<file path="src/rtl/wb_pkg.sv">
// Shared widths, the conv FIFO entry type and a clog2 helper for the writeback stage.
package wb_pkg;
  localparam int LENGTH      = 16;
  localparam int INT8        = 8;
  localparam int INT32       = 32;
  localparam int VEC_W       = LENGTH * INT8;
  localparam int NREG        = 32;
  localparam int CFIFO_DEPTH = 4;

  function automatic int clog2(input int v);
    int r;
    r = 0;
    for (int i = 0; i < 31; i++)
      if ((1 << i) < v) r = i + 1;
    return r;
  endfunction

  localparam int AW = clog2(NREG);

  typedef struct packed {
    logic [AW-1:0]    addr;
    logic [VEC_W-1:0] data;
  } conv_entry_t;
endpackage

</file>
<file path="src/rtl/writeback_arb_if.sv">
// Pipe, conv and register-file write signals of the writeback stage; master drives, slave is the stage.
interface writeback_arb_if #(
  parameter int AW = wb_pkg::AW,
  parameter int VW = wb_pkg::VEC_W,
  parameter int SW = wb_pkg::INT32
);
  logic [AW-1:0] rD;
  logic          ldr;
  logic [1:0]    wb;
  logic [SW-1:0] s_result;
  logic [SW-1:0] smem;
  logic [VW-1:0] v_result;
  logic [VW-1:0] vmem;
  logic          conv_write;
  logic [AW-1:0] conv_addr;
  logic [VW-1:0] conv_result;
  logic          conv_ready;
  logic          s_write;
  logic [AW-1:0] s_waddr;
  logic [SW-1:0] swrite_data;
  logic          v_write;
  logic [AW-1:0] v_waddr;
  logic [VW-1:0] vwrite_data;
  logic          v_from_conv;
  logic          conv_pending;

  modport master (
    output rD, ldr, wb, s_result, smem, v_result, vmem, conv_write, conv_addr, conv_result,
    input  conv_ready, s_write, s_waddr, swrite_data, v_write, v_waddr, vwrite_data,
           v_from_conv, conv_pending
  );
  modport slave (
    input  rD, ldr, wb, s_result, smem, v_result, vmem, conv_write, conv_addr, conv_result,
    output conv_ready, s_write, s_waddr, swrite_data, v_write, v_waddr, vwrite_data,
           v_from_conv, conv_pending
  );
endinterface

</file>
<file path="src/rtl/wb_conv_fifo.sv">
// Synchronous FIFO holding conv results; push while full and pop while empty are ignored.
module wb_conv_fifo import wb_pkg::*; #(
  parameter int  DEPTH = CFIFO_DEPTH,
  parameter type T     = conv_entry_t,
  parameter int  CW    = clog2(DEPTH) + 1
) (
  input  logic          clk,
  input  logic          rst_n,
  input  logic          i_push,
  input  logic          i_pop,
  input  T              i_din,
  output T              o_head,
  output logic          o_full,
  output logic          o_empty,
  output logic [CW-1:0] o_count
);
  localparam int PW = clog2(DEPTH);

  T              r_mem [DEPTH];
  logic [PW-1:0] r_wptr, r_rptr;
  logic [CW-1:0] r_count;
  logic          w_push, w_pop;

  assign o_full  = (r_count == CW'(DEPTH));
  assign o_empty = (r_count == '0);
  assign o_count = r_count;
  assign o_head  = r_mem[r_rptr];
  assign w_push  = i_push && !o_full;
  assign w_pop   = i_pop && !o_empty;

  // DEPTH is a power of two, so pointers wrap by plain overflow
  always_ff @(posedge clk or negedge rst_n) begin
    if (!rst_n) begin
      r_wptr  <= '0;
      r_rptr  <= '0;
      r_count <= '0;
    end else begin
      if (w_push) r_wptr <= r_wptr + 1'b1;
      if (w_pop)  r_rptr <= r_rptr + 1'b1;
      case ({w_push, w_pop})
        2'b10:   r_count <= r_count + 1'b1;
        2'b01:   r_count <= r_count - 1'b1;
        default: r_count <= r_count;
      endcase
    end
  end

  always_ff @(posedge clk) begin
    if (w_push) r_mem[r_wptr] <= i_din;
  end
endmodule

</file>
<file path="src/rtl/writeback_arb.sv">
// Registered writeback: load/execute muxing plus conv FIFO drained into the vector port when the pipe leaves it free.
// Define WB_STATS_EN to add the stall_cnt / max_occ statistics outputs.
module writeback_arb #(
  parameter int LENGTH      = wb_pkg::LENGTH,
  parameter int INT8        = wb_pkg::INT8,
  parameter int INT32       = wb_pkg::INT32,
  parameter int NREG        = wb_pkg::NREG,
  parameter int CFIFO_DEPTH = wb_pkg::CFIFO_DEPTH
) (
  input  logic clk,
  input  logic rst_n,
  writeback_arb_if.slave bus
`ifdef WB_STATS_EN
  ,
  output logic [15:0]                   stall_cnt,
  output logic [$clog2(CFIFO_DEPTH):0]  max_occ
`endif
);
  import wb_pkg::*;

  localparam int AW = clog2(NREG);
  localparam int VW = LENGTH * INT8;
  localparam int CW = clog2(CFIFO_DEPTH) + 1;

  typedef struct packed {
    logic [AW-1:0] addr;
    logic [VW-1:0] data;
  } entry_t;

  entry_t        w_din, w_head;
  logic          w_full, w_empty, w_push, w_pop;
  logic [CW-1:0] w_count;

  logic             r_s_write, r_v_write, r_v_from_conv;
  logic [AW-1:0]    r_s_waddr, r_v_waddr;
  logic [INT32-1:0] r_sdata;
  logic [VW-1:0]    r_vdata;

  assign w_din  = '{addr: bus.conv_addr, data: bus.conv_result};
  assign w_push = bus.conv_write && !w_full;
  // pipe vector writes always win the port; conv only drains into idle slots
  assign w_pop  = !bus.wb[1] && !w_empty;

  wb_conv_fifo #(.DEPTH(CFIFO_DEPTH), .T(entry_t), .CW(CW)) u_fifo (
    .clk     (clk),
    .rst_n   (rst_n),
    .i_push  (w_push),
    .i_pop   (w_pop),
    .i_din   (w_din),
    .o_head  (w_head),
    .o_full  (w_full),
    .o_empty (w_empty),
    .o_count (w_count)
  );

  always_ff @(posedge clk or negedge rst_n) begin
    if (!rst_n) begin
      r_s_write     <= 1'b0;
      r_s_waddr     <= '0;
      r_sdata       <= '0;
      r_v_write     <= 1'b0;
      r_v_waddr     <= '0;
      r_vdata       <= '0;
      r_v_from_conv <= 1'b0;
    end else begin
      r_s_write     <= bus.wb[0];
      r_s_waddr     <= bus.rD;
      r_sdata       <= bus.ldr ? bus.smem : bus.s_result;
      r_v_write     <= bus.wb[1] | w_pop;
      r_v_from_conv <= w_pop;
      if (bus.wb[1]) begin
        r_v_waddr <= bus.rD;
        r_vdata   <= bus.ldr ? bus.vmem : bus.v_result;
      end else if (w_pop) begin
        r_v_waddr <= w_head.addr;
        r_vdata   <= w_head.data;
      end
    end
  end

  assign bus.conv_ready   = !w_full;
  assign bus.conv_pending = (w_count != '0);
  assign bus.s_write      = r_s_write;
  assign bus.s_waddr      = r_s_waddr;
  assign bus.swrite_data  = r_sdata;
  assign bus.v_write      = r_v_write;
  assign bus.v_waddr      = r_v_waddr;
  assign bus.vwrite_data  = r_vdata;
  assign bus.v_from_conv  = r_v_from_conv;

`ifdef WB_STATS_EN
  logic [15:0]   r_stall_cnt;
  logic [CW-1:0] r_max_occ;

  always_ff @(posedge clk or negedge rst_n) begin
    if (!rst_n) begin
      r_stall_cnt <= '0;
      r_max_occ   <= '0;
    end else begin
      if (bus.wb[1] && !w_empty && r_stall_cnt != 16'hFFFF) r_stall_cnt <= r_stall_cnt + 1'b1;
      if (w_count > r_max_occ) r_max_occ <= w_count;
    end
  end

  assign stall_cnt = r_stall_cnt;
  assign max_occ   = r_max_occ;
`endif
endmodule

</file>
<file path="src/flat_wrapper.sv">
// flat-port wrapper written by rule: the top's interface ports become plain ports
module writeback_arb_flat import wb_pkg::*;
#(
  parameter int LENGTH      = wb_pkg::LENGTH,
  parameter int INT8        = wb_pkg::INT8,
  parameter int INT32       = wb_pkg::INT32,
  parameter int NREG        = wb_pkg::NREG,
  parameter int CFIFO_DEPTH = wb_pkg::CFIFO_DEPTH
)
  (clk, rst_n, bus_rD, bus_ldr, bus_wb, bus_s_result, bus_smem, bus_v_result, bus_vmem, bus_conv_write, bus_conv_addr, bus_conv_result, bus_conv_ready, bus_s_write, bus_s_waddr, bus_swrite_data, bus_v_write, bus_v_waddr, bus_vwrite_data, bus_v_from_conv, bus_conv_pending);
  writeback_arb_if bus_i ();
  input  logic clk;
  input  logic rst_n;
  input wire logic [$bits(bus_i.rD)-1:0] bus_rD;
  input wire logic [$bits(bus_i.ldr)-1:0] bus_ldr;
  input wire logic [$bits(bus_i.wb)-1:0] bus_wb;
  input wire logic [$bits(bus_i.s_result)-1:0] bus_s_result;
  input wire logic [$bits(bus_i.smem)-1:0] bus_smem;
  input wire logic [$bits(bus_i.v_result)-1:0] bus_v_result;
  input wire logic [$bits(bus_i.vmem)-1:0] bus_vmem;
  input wire logic [$bits(bus_i.conv_write)-1:0] bus_conv_write;
  input wire logic [$bits(bus_i.conv_addr)-1:0] bus_conv_addr;
  input wire logic [$bits(bus_i.conv_result)-1:0] bus_conv_result;
  output wire logic [$bits(bus_i.conv_ready)-1:0] bus_conv_ready;
  output wire logic [$bits(bus_i.s_write)-1:0] bus_s_write;
  output wire logic [$bits(bus_i.s_waddr)-1:0] bus_s_waddr;
  output wire logic [$bits(bus_i.swrite_data)-1:0] bus_swrite_data;
  output wire logic [$bits(bus_i.v_write)-1:0] bus_v_write;
  output wire logic [$bits(bus_i.v_waddr)-1:0] bus_v_waddr;
  output wire logic [$bits(bus_i.vwrite_data)-1:0] bus_vwrite_data;
  output wire logic [$bits(bus_i.v_from_conv)-1:0] bus_v_from_conv;
  output wire logic [$bits(bus_i.conv_pending)-1:0] bus_conv_pending;
  assign bus_i.rD = bus_rD;
  assign bus_i.ldr = bus_ldr;
  assign bus_i.wb = bus_wb;
  assign bus_i.s_result = bus_s_result;
  assign bus_i.smem = bus_smem;
  assign bus_i.v_result = bus_v_result;
  assign bus_i.vmem = bus_vmem;
  assign bus_i.conv_write = bus_conv_write;
  assign bus_i.conv_addr = bus_conv_addr;
  assign bus_i.conv_result = bus_conv_result;
  assign bus_conv_ready = bus_i.conv_ready;
  assign bus_s_write = bus_i.s_write;
  assign bus_s_waddr = bus_i.s_waddr;
  assign bus_swrite_data = bus_i.swrite_data;
  assign bus_v_write = bus_i.v_write;
  assign bus_v_waddr = bus_i.v_waddr;
  assign bus_vwrite_data = bus_i.vwrite_data;
  assign bus_v_from_conv = bus_i.v_from_conv;
  assign bus_conv_pending = bus_i.conv_pending;
  writeback_arb #(.LENGTH(LENGTH), .INT8(INT8), .INT32(INT32), .NREG(NREG), .CFIFO_DEPTH(CFIFO_DEPTH)) u_core (.clk(clk), .rst_n(rst_n), .bus(bus_i));
endmodule
</file>
<file path="config.mk">
export PLATFORM = sky130hd
export DESIGN_NAME = writeback_arb_flat
export DESIGN_NICKNAME = d
export VERILOG_FILES = /design/src/rtl/wb_pkg.sv /design/src/rtl/writeback_arb_if.sv /design/src/rtl/wb_conv_fifo.sv /design/src/rtl/writeback_arb.sv /design/src/flat_wrapper.sv
export SDC_FILE = /design/constraint.sdc
export NUM_CORES = 1
export LEC_CHECK = 0
export ABC_AREA = 1
export BUFFER_PORTS_ARGS = -buffer_cell sky130_fd_sc_hd__buf_4
export CAP_MARGIN = 20
export CELL_PAD_IN_SITES_DETAIL_PLACEMENT = 0
export CELL_PAD_IN_SITES_GLOBAL_PLACEMENT = 1
export CORE_MARGIN = 2
export CORE_UTILIZATION = 38
export DETAILED_ROUTE_END_ITERATION = 6
export GPL_TIMING_DRIVEN = 0
export PLACE_DENSITY = 0.74
export SLEW_MARGIN = 5
export SYNTH_ARGS = -nofsm -noshare
export SYNTH_HDL_FRONTEND = slang
export SYNTH_SLANG_ARGS = --single-unit
export TNS_END_PERCENT = 100
</file>
<file path="constraint.sdc">
create_clock -name clk -period 6.8 [get_ports clk]
set_clock_uncertainty 0.15 [all_clocks]
set_input_delay 1.02 -clock clk [delete_from_list [all_inputs] [get_ports clk]]
set_output_delay 1.02 -clock clk [all_outputs]
set_load 0.02 [all_outputs]
</file>
# Word-level counts from Yosys, hierarchy flattened
# Memory sizes are Yosys's and may differ from the RTL's.
# Cells that the tools add are included.
word_totals:
  ff_bits: 180
  word_cells: 39
  out_inout_bits: 175
  in_bits: 464
  memories: 1
  ramBits: 532
classes:
  eq_ne: 3
  n_reduce_logical: 11
  n_mux: 9
  bitwise: 1
  addsub: 4
mem_list:
  columns: ["memory", "words", "word_bits", "read_ports", "rd_ports_with_merged_regs", "write_ports", "line_no", "rtl"]
  rows:
  - ["u_core.u_fifo.r_mem", 4, 133, 1, 0, 1, "wb_conv_fifo.sv:19", "T r_mem [DEPTH];"]
ops:
  columns: ["operator", "count"]
  rows:
  - ["two-way mux 128 bit", 3]
  - ["two-way mux 32 bit", 1]
  - ["two-way mux 5 bit", 2]
  - ["one-hot mux 3 bit (2 select lines)", 1]
  - ["adder 2 x 1 -> 2 bit (second input constant)", 2]
  - ["logical AND 1 bit", 4]
  - ["nonzero test 2 bit", 2]
  - ["adder 3 x 1 -> 3 bit (second input constant)", 1]
  - ["== test 3 bit (second input constant)", 1]
  - ["zero test 1 bit", 3]
  - ["zero test 3 bit", 1]
  - ["nonzero test 3 bit", 1]
  - ["subtractor 3 x 1 -> 3 bit (second input constant)", 1]
  - ["== test 2 x 1 -> 1 bit (second input constant)", 1]
  - ["== test 2 bit (second input constant)", 1]
  - ["two-way mux 1 bit", 2]
  - ["OR 1 bit", 1]

# Logic depth before layout (Yosys ltp)
logic_depth:
  ltp_word: 6
  mapped_depth: 9
  mapped_depth_nobuf: 9

# Cells and area by module
# Synthesis repeated with hierarchy kept, for this count alone.
unflattened:
  hier_cells: 2920
  area_unflattened_um2: 30460.5
modules_own_cells:
  columns: ["mod", "instances", "area_each_um2", "cells_per_inst", "seq_area_each_um2"]
  rows:
  - ["wb_conv_fifo", 1, 21498.1, 1613, 16150.5]
  - ["writeback_arb", 1, 8962.3, 1307, 4329.2]

# Worst setup path after synthesis
# Ideal clock, no wire load.
synth_timing:
  kind: "input -> register"
  from: "input port bus_conv_write"
  to: "memory u_core.u_fifo.r_mem[0][0] (netlist name) (enable)"
  t_arrival_ps: 6734
  path_slack_ps: -712
  path_stages: 2
  required_ps: 6022
  cell_sequence: "nand2_1 nor2_1"
synth_between:
  elab_chain_len: 4
synth_lines:
  columns: ["element", "line_no", "rtl"]
  rows:
  - ["from (decl)", "flat_wrapper.sv:21", "input wire logic [$bits(bus_i.conv_write)-1:0] bus_conv_write;"]
  - ["logical AND 1 bit", "writeback_arb.sv:40", "assign w_push = bus.conv_write && !w_full;"]
  - ["logical AND 1 bit", "wb_conv_fifo.sv:28", "assign w_push = i_push && !o_full;"]
  - ["two-way mux 1 bit", "wb_conv_fifo.sv:49", "if (w_push) r_mem[r_wptr] <= i_din;"]
  - ["two-way mux 1 bit (not written as such)", "wb_conv_fifo.sv:49", null]
  - ["to (decl)", "wb_conv_fifo.sv:19", null]
# No other way between the ends.

# Worst setup path after layout
layout_timing:
  from: "input port bus_wb[1]"
  to: "register u_core.u_fifo.r_count[2] (netlist: u_core.u_fifo.o_count[2])"
layout_between:
  elab_chain_len: 5
layout_lines:
  columns: ["element", "line_no", "rtl"]
  rows:
  - ["from (decl)", "flat_wrapper.sv:16", "input wire logic [$bits(bus_i.wb)-1:0] bus_wb;"]
  - ["zero test 1 bit *", "writeback_arb.sv:42", "assign w_pop = !bus.wb[1] && !w_empty;"]
  - ["logical AND 1 bit *", "writeback_arb.sv:42", null]
  - ["via u_core.u_fifo.i_pop", "wb_conv_fifo.sv:10", "input logic i_pop,"]
  - ["logical AND 1 bit *", "wb_conv_fifo.sv:29", "assign w_pop = i_pop && !o_empty;"]
  - ["== test 2 x 1 -> 1 bit or == test 2 bit (tied branches)", "wb_conv_fifo.sv:40", "case ({w_push, w_pop})"]
  - ["one-hot mux 3 bit (2 select lines) or nonzero test 2 bit (tied branches)", null, null]
  - ["to (signal assigned)", "wb_conv_fifo.sv:41", "2'b10: r_count <= r_count + 1'b1;"]
  - ["to (signal assigned)", "wb_conv_fifo.sv:42", "2'b01: r_count <= r_count - 1'b1;"]
  - ["to (signal assigned)", "wb_conv_fifo.sv:43", "default: r_count <= r_count;"]
  - ["to (decl)", "wb_conv_fifo.sv:21", "logic [CW-1:0] r_count;"]
# Mark *: on every way through the listed nets, which the timed path passes. The rest lies on a longest branch.
# A chain may end at the register's enable or synchronous reset.

==> flow_summary.json <==
{
  "outcome": "complete, but fails checks",
  "violations": "design-rule violations",
  "layout-drive-gt1-share_pct": 22.2,
  "root_buffer": "clkbuf_16",
  "syn_avg_cell_area_um2": 9.73,
  "max_slew_margin_pct": 26.3,
  "ys_types": 23,
  "min_path_type": "in -> async",
  "critical_path_class": "in -> reg",
  "critPathArrivalTime_ns": 3.29,
  "avgRoutedWirePerCell_um": 19.4,
  "synth-async-reset-ratio_pct": 25.3,
  "cts-resized-gates": 0,
  "die_w_um": 288,
  "clock_sinks": 712,
  "grt.overflow.total": 0,
  "synth-simple-area-share_pct": 20.1,
  "cp-start-kind": "input pin",
  "peakVddDrop_mv": 0.245,
  "die-area_um2": 82700,
  "dp_hpwl_mm": 70.3,
  "clk_pin_slew_ns": 0.06,
  "track_usage_pct": 22.8,
  "power_density_nw_per_um2": 404,
  "numPortBuffers": 637,
  "cts_inserted_buffers": 80,
  "antenna_left": 0,
  "cts_tree": "yes",
  "maxCapViolations": 0,
  "endpoint_kind": "flop",
  "finalNetCount": 4356,
  "die_h_um": 288,
  "synth-edff-count": 532,
  "clk_path_buf_depth": 3,
  "synth_adder_area_share_pct": 0.270,
  "period_needed_ns": 2.96,
  "finalSetupViolCount": 0,
  "synth-seq-area-share_pct": 67.0,
  "hold_buffers": 0,
  "synth_top_family_by_area": "simple AND/OR/NAND/NOR gates",
  "drt-initial-drc-count": 1581,
  "fmax_ghz": 0.338,
  "slew_violations": 0,
  "reg2reg_slack_ns": 4.06,
  "drt-total-wl_mm": 97.2,
  "yosysWarnings": 0,
  "grt_pass1_wl_mm": 140,
  "worst-path-max-fanout": 11,
  "grt_max_degree": 101,
  "row_count": 104,
  "synth_top_area_cell": "edfxtp_1",
  "ios": 639,
  "viasPerCell": 4.70,
  "detailroute.via_count": 23600,
  "design_area_um2": 39900,
  "start_util_pct": 38.2,
  "area_growth_pct": 30.7,
  "synth_most_common_cell": "nand2_1",
  "rsz0062_at_grt": "no",
  "ys_ff_latch": 712,
  "antenna_found_initial": 16,
  "synth_cells": 3142,
  "p_leak_uw": 0.0180,
  "synth-xor-area-share_pct": 0.143,
  "synth_mux_area_share_pct": 0,
  "htreeDepth": 3,
  "synth_compound_area_share_pct": 5.10,
  "rr_worst_depth": 9,
  "finalHoldViolCount": 0,
  "post-cts-setup-buffers": 0,
  "synthTopCellsByArea": "edfxtp_1 52%, dfrtp_1 15%, nand2_1 10%, nor2_1 6.0%, inv_1 4.7%",
  "post-route-period-util_pct": 43.5,
  "tns_ns": 0,
  "synth_commonest_cells": "843 x nand2_1, 532 x edfxtp_1, 485 x nor2_1",
  "synth_area_um2": 30600,
  "dpl_cell_area_um2": 37300,
  "netlist.area_leader.share_pct": 52.3,
  "yosys_most_used_dff": "edfxtp_1",
  "reg2reg_from": "u_core.u_fifo.o_count[0]$_DFFE_PN0P_",
  "cp.required_ns": 7.14,
  "core-area_um2": 80000,
  "syn-num-nets": 3612,
  "regToRegEndpoint": "u_core.u_fifo.o_count[2]$_DFFE_PN0P_",
  "grt_pass1_vias": 22400,
  "tightest_slew_ns": 1.11,
  "drc": 1,
  "gp_congestion": 0.842,
  "clock_latency_ns": 0.63,
  "drtPass1Iterations": 7
}
## power breakdown
| part | internal (uW) | total [uW] | switching, uW |
|---|---|---|---|
| clock | 2540 | 4310 | 1760 |
| combinational | 1910 | 5700 | 3790 |
| sequential | 5770 | 6130 | 356 |
| total | 10200 | 16100 | 5910 |
## registers in the layout, indices dropped and copies added (netlist names)
name and cells:
u_core.bus.v_from_conv 1, u_core.u_fifo.r_rptr 2, u_core.u_fifo.r_mem 532, u_core.bus.v_waddr 5
u_core.bus.vwrite_data 128, u_core.u_fifo.o_count 3, u_core.u_fifo.r_wptr 2, u_core.bus.v_write 1
u_core.bus.swrite_data 32, u_core.bus.s_write 1, u_core.bus.s_waddr 5
## per-stage QoR
step	power, uW	worst slack (ns)	util [%]	hold WS, ns	cells
floorplan	9460	-0.712	-	0.371	3142
global placement	12000	-5.98	45.8	0.330	4839
detailed placement	12000	3.12	46.6	0.335	4864
CTS	16300	3.79	49.9	0.246	5013
global route	17100	3.61	49.9	0.267	5020
finish	16100	3.84	49.9	0.226	5022
## worst max-delay path by stage
stage	from	endpoint	slack [ns]	cells past startpoint
final	bus_wb[1]	u_core.u_fifo.o_count[2]$_DFFE_PN0P_	3.84	10
after CTS	bus_wb[1]	u_core.u_fifo.o_count[2]$_DFFE_PN0P_	3.79	10
after global routing	bus_wb[1]	u_core.u_fifo.o_count[2]$_DFFE_PN0P_	3.61	10
after floorplan	bus_conv_write	u_core.u_fifo.r_mem[0][0]$_DFFE_PP_	-0.71	2
after detailed placement	bus_wb[1]	u_core.u_fifo.o_count[2]$_DFFE_PN0P_	3.12	10
after global placement	bus_conv_write	u_core.u_fifo.r_mem[0][30]$_DFFE_PP_	-5.98	3
## metal layers
layer,wire (um),vias to the layer above,global-route usage [%]
met5,66,-,0
met4,2930,10,8.20
met3,5700,146,4.09
met2,47700,651,38.0
met1,40800,11200,29.9
li1,-,11600,-
## cell usage in the layout (no fill, tap or decap), types with 12 or more instances in the layout
cell type,count
edfxtp_1,532
o21ai_1,56
buf_4,648
buf_12,18
buf_2,72
nor2_1,481
o21ai_0,210
buf_1,19
clkinv_1,12
a21oi_1,42
inv_1,379
clkbuf_1,82
dfrtp_1,180
clkbuf_16,80
nand3_1,228
nand2_1,843
## worst max-delay path, stage by stage
cell     delay, ns
buf_4         0.11
buf_2         0.20
a21oi_4       0.40
buf_1         0.49
ha_1          0.23
inv_1         0.06
fa_1          0.37
a21oi_1       0.14
o21ai_0       0.11
xor2_1        0.15
## cell type report
class	count	area [um^2]
clock buffer	109	2180
antenna	9	22.5
sequential	712	20500
buffer	169	815
fill	7497	40100
clock inverter	40	472
timing repair buffer	662	5340
tap	1060	1330
inverter	383	1440
multi-input combinational	1878	7860
## logic make-up after synthesis
group / Yosys count
compound gates: 309
fa+ha+maj: 6
buf+inv: 552
flops: 712
simple gates: 1558
xor+xnor: 5
(Power assumes the default switching activity.)
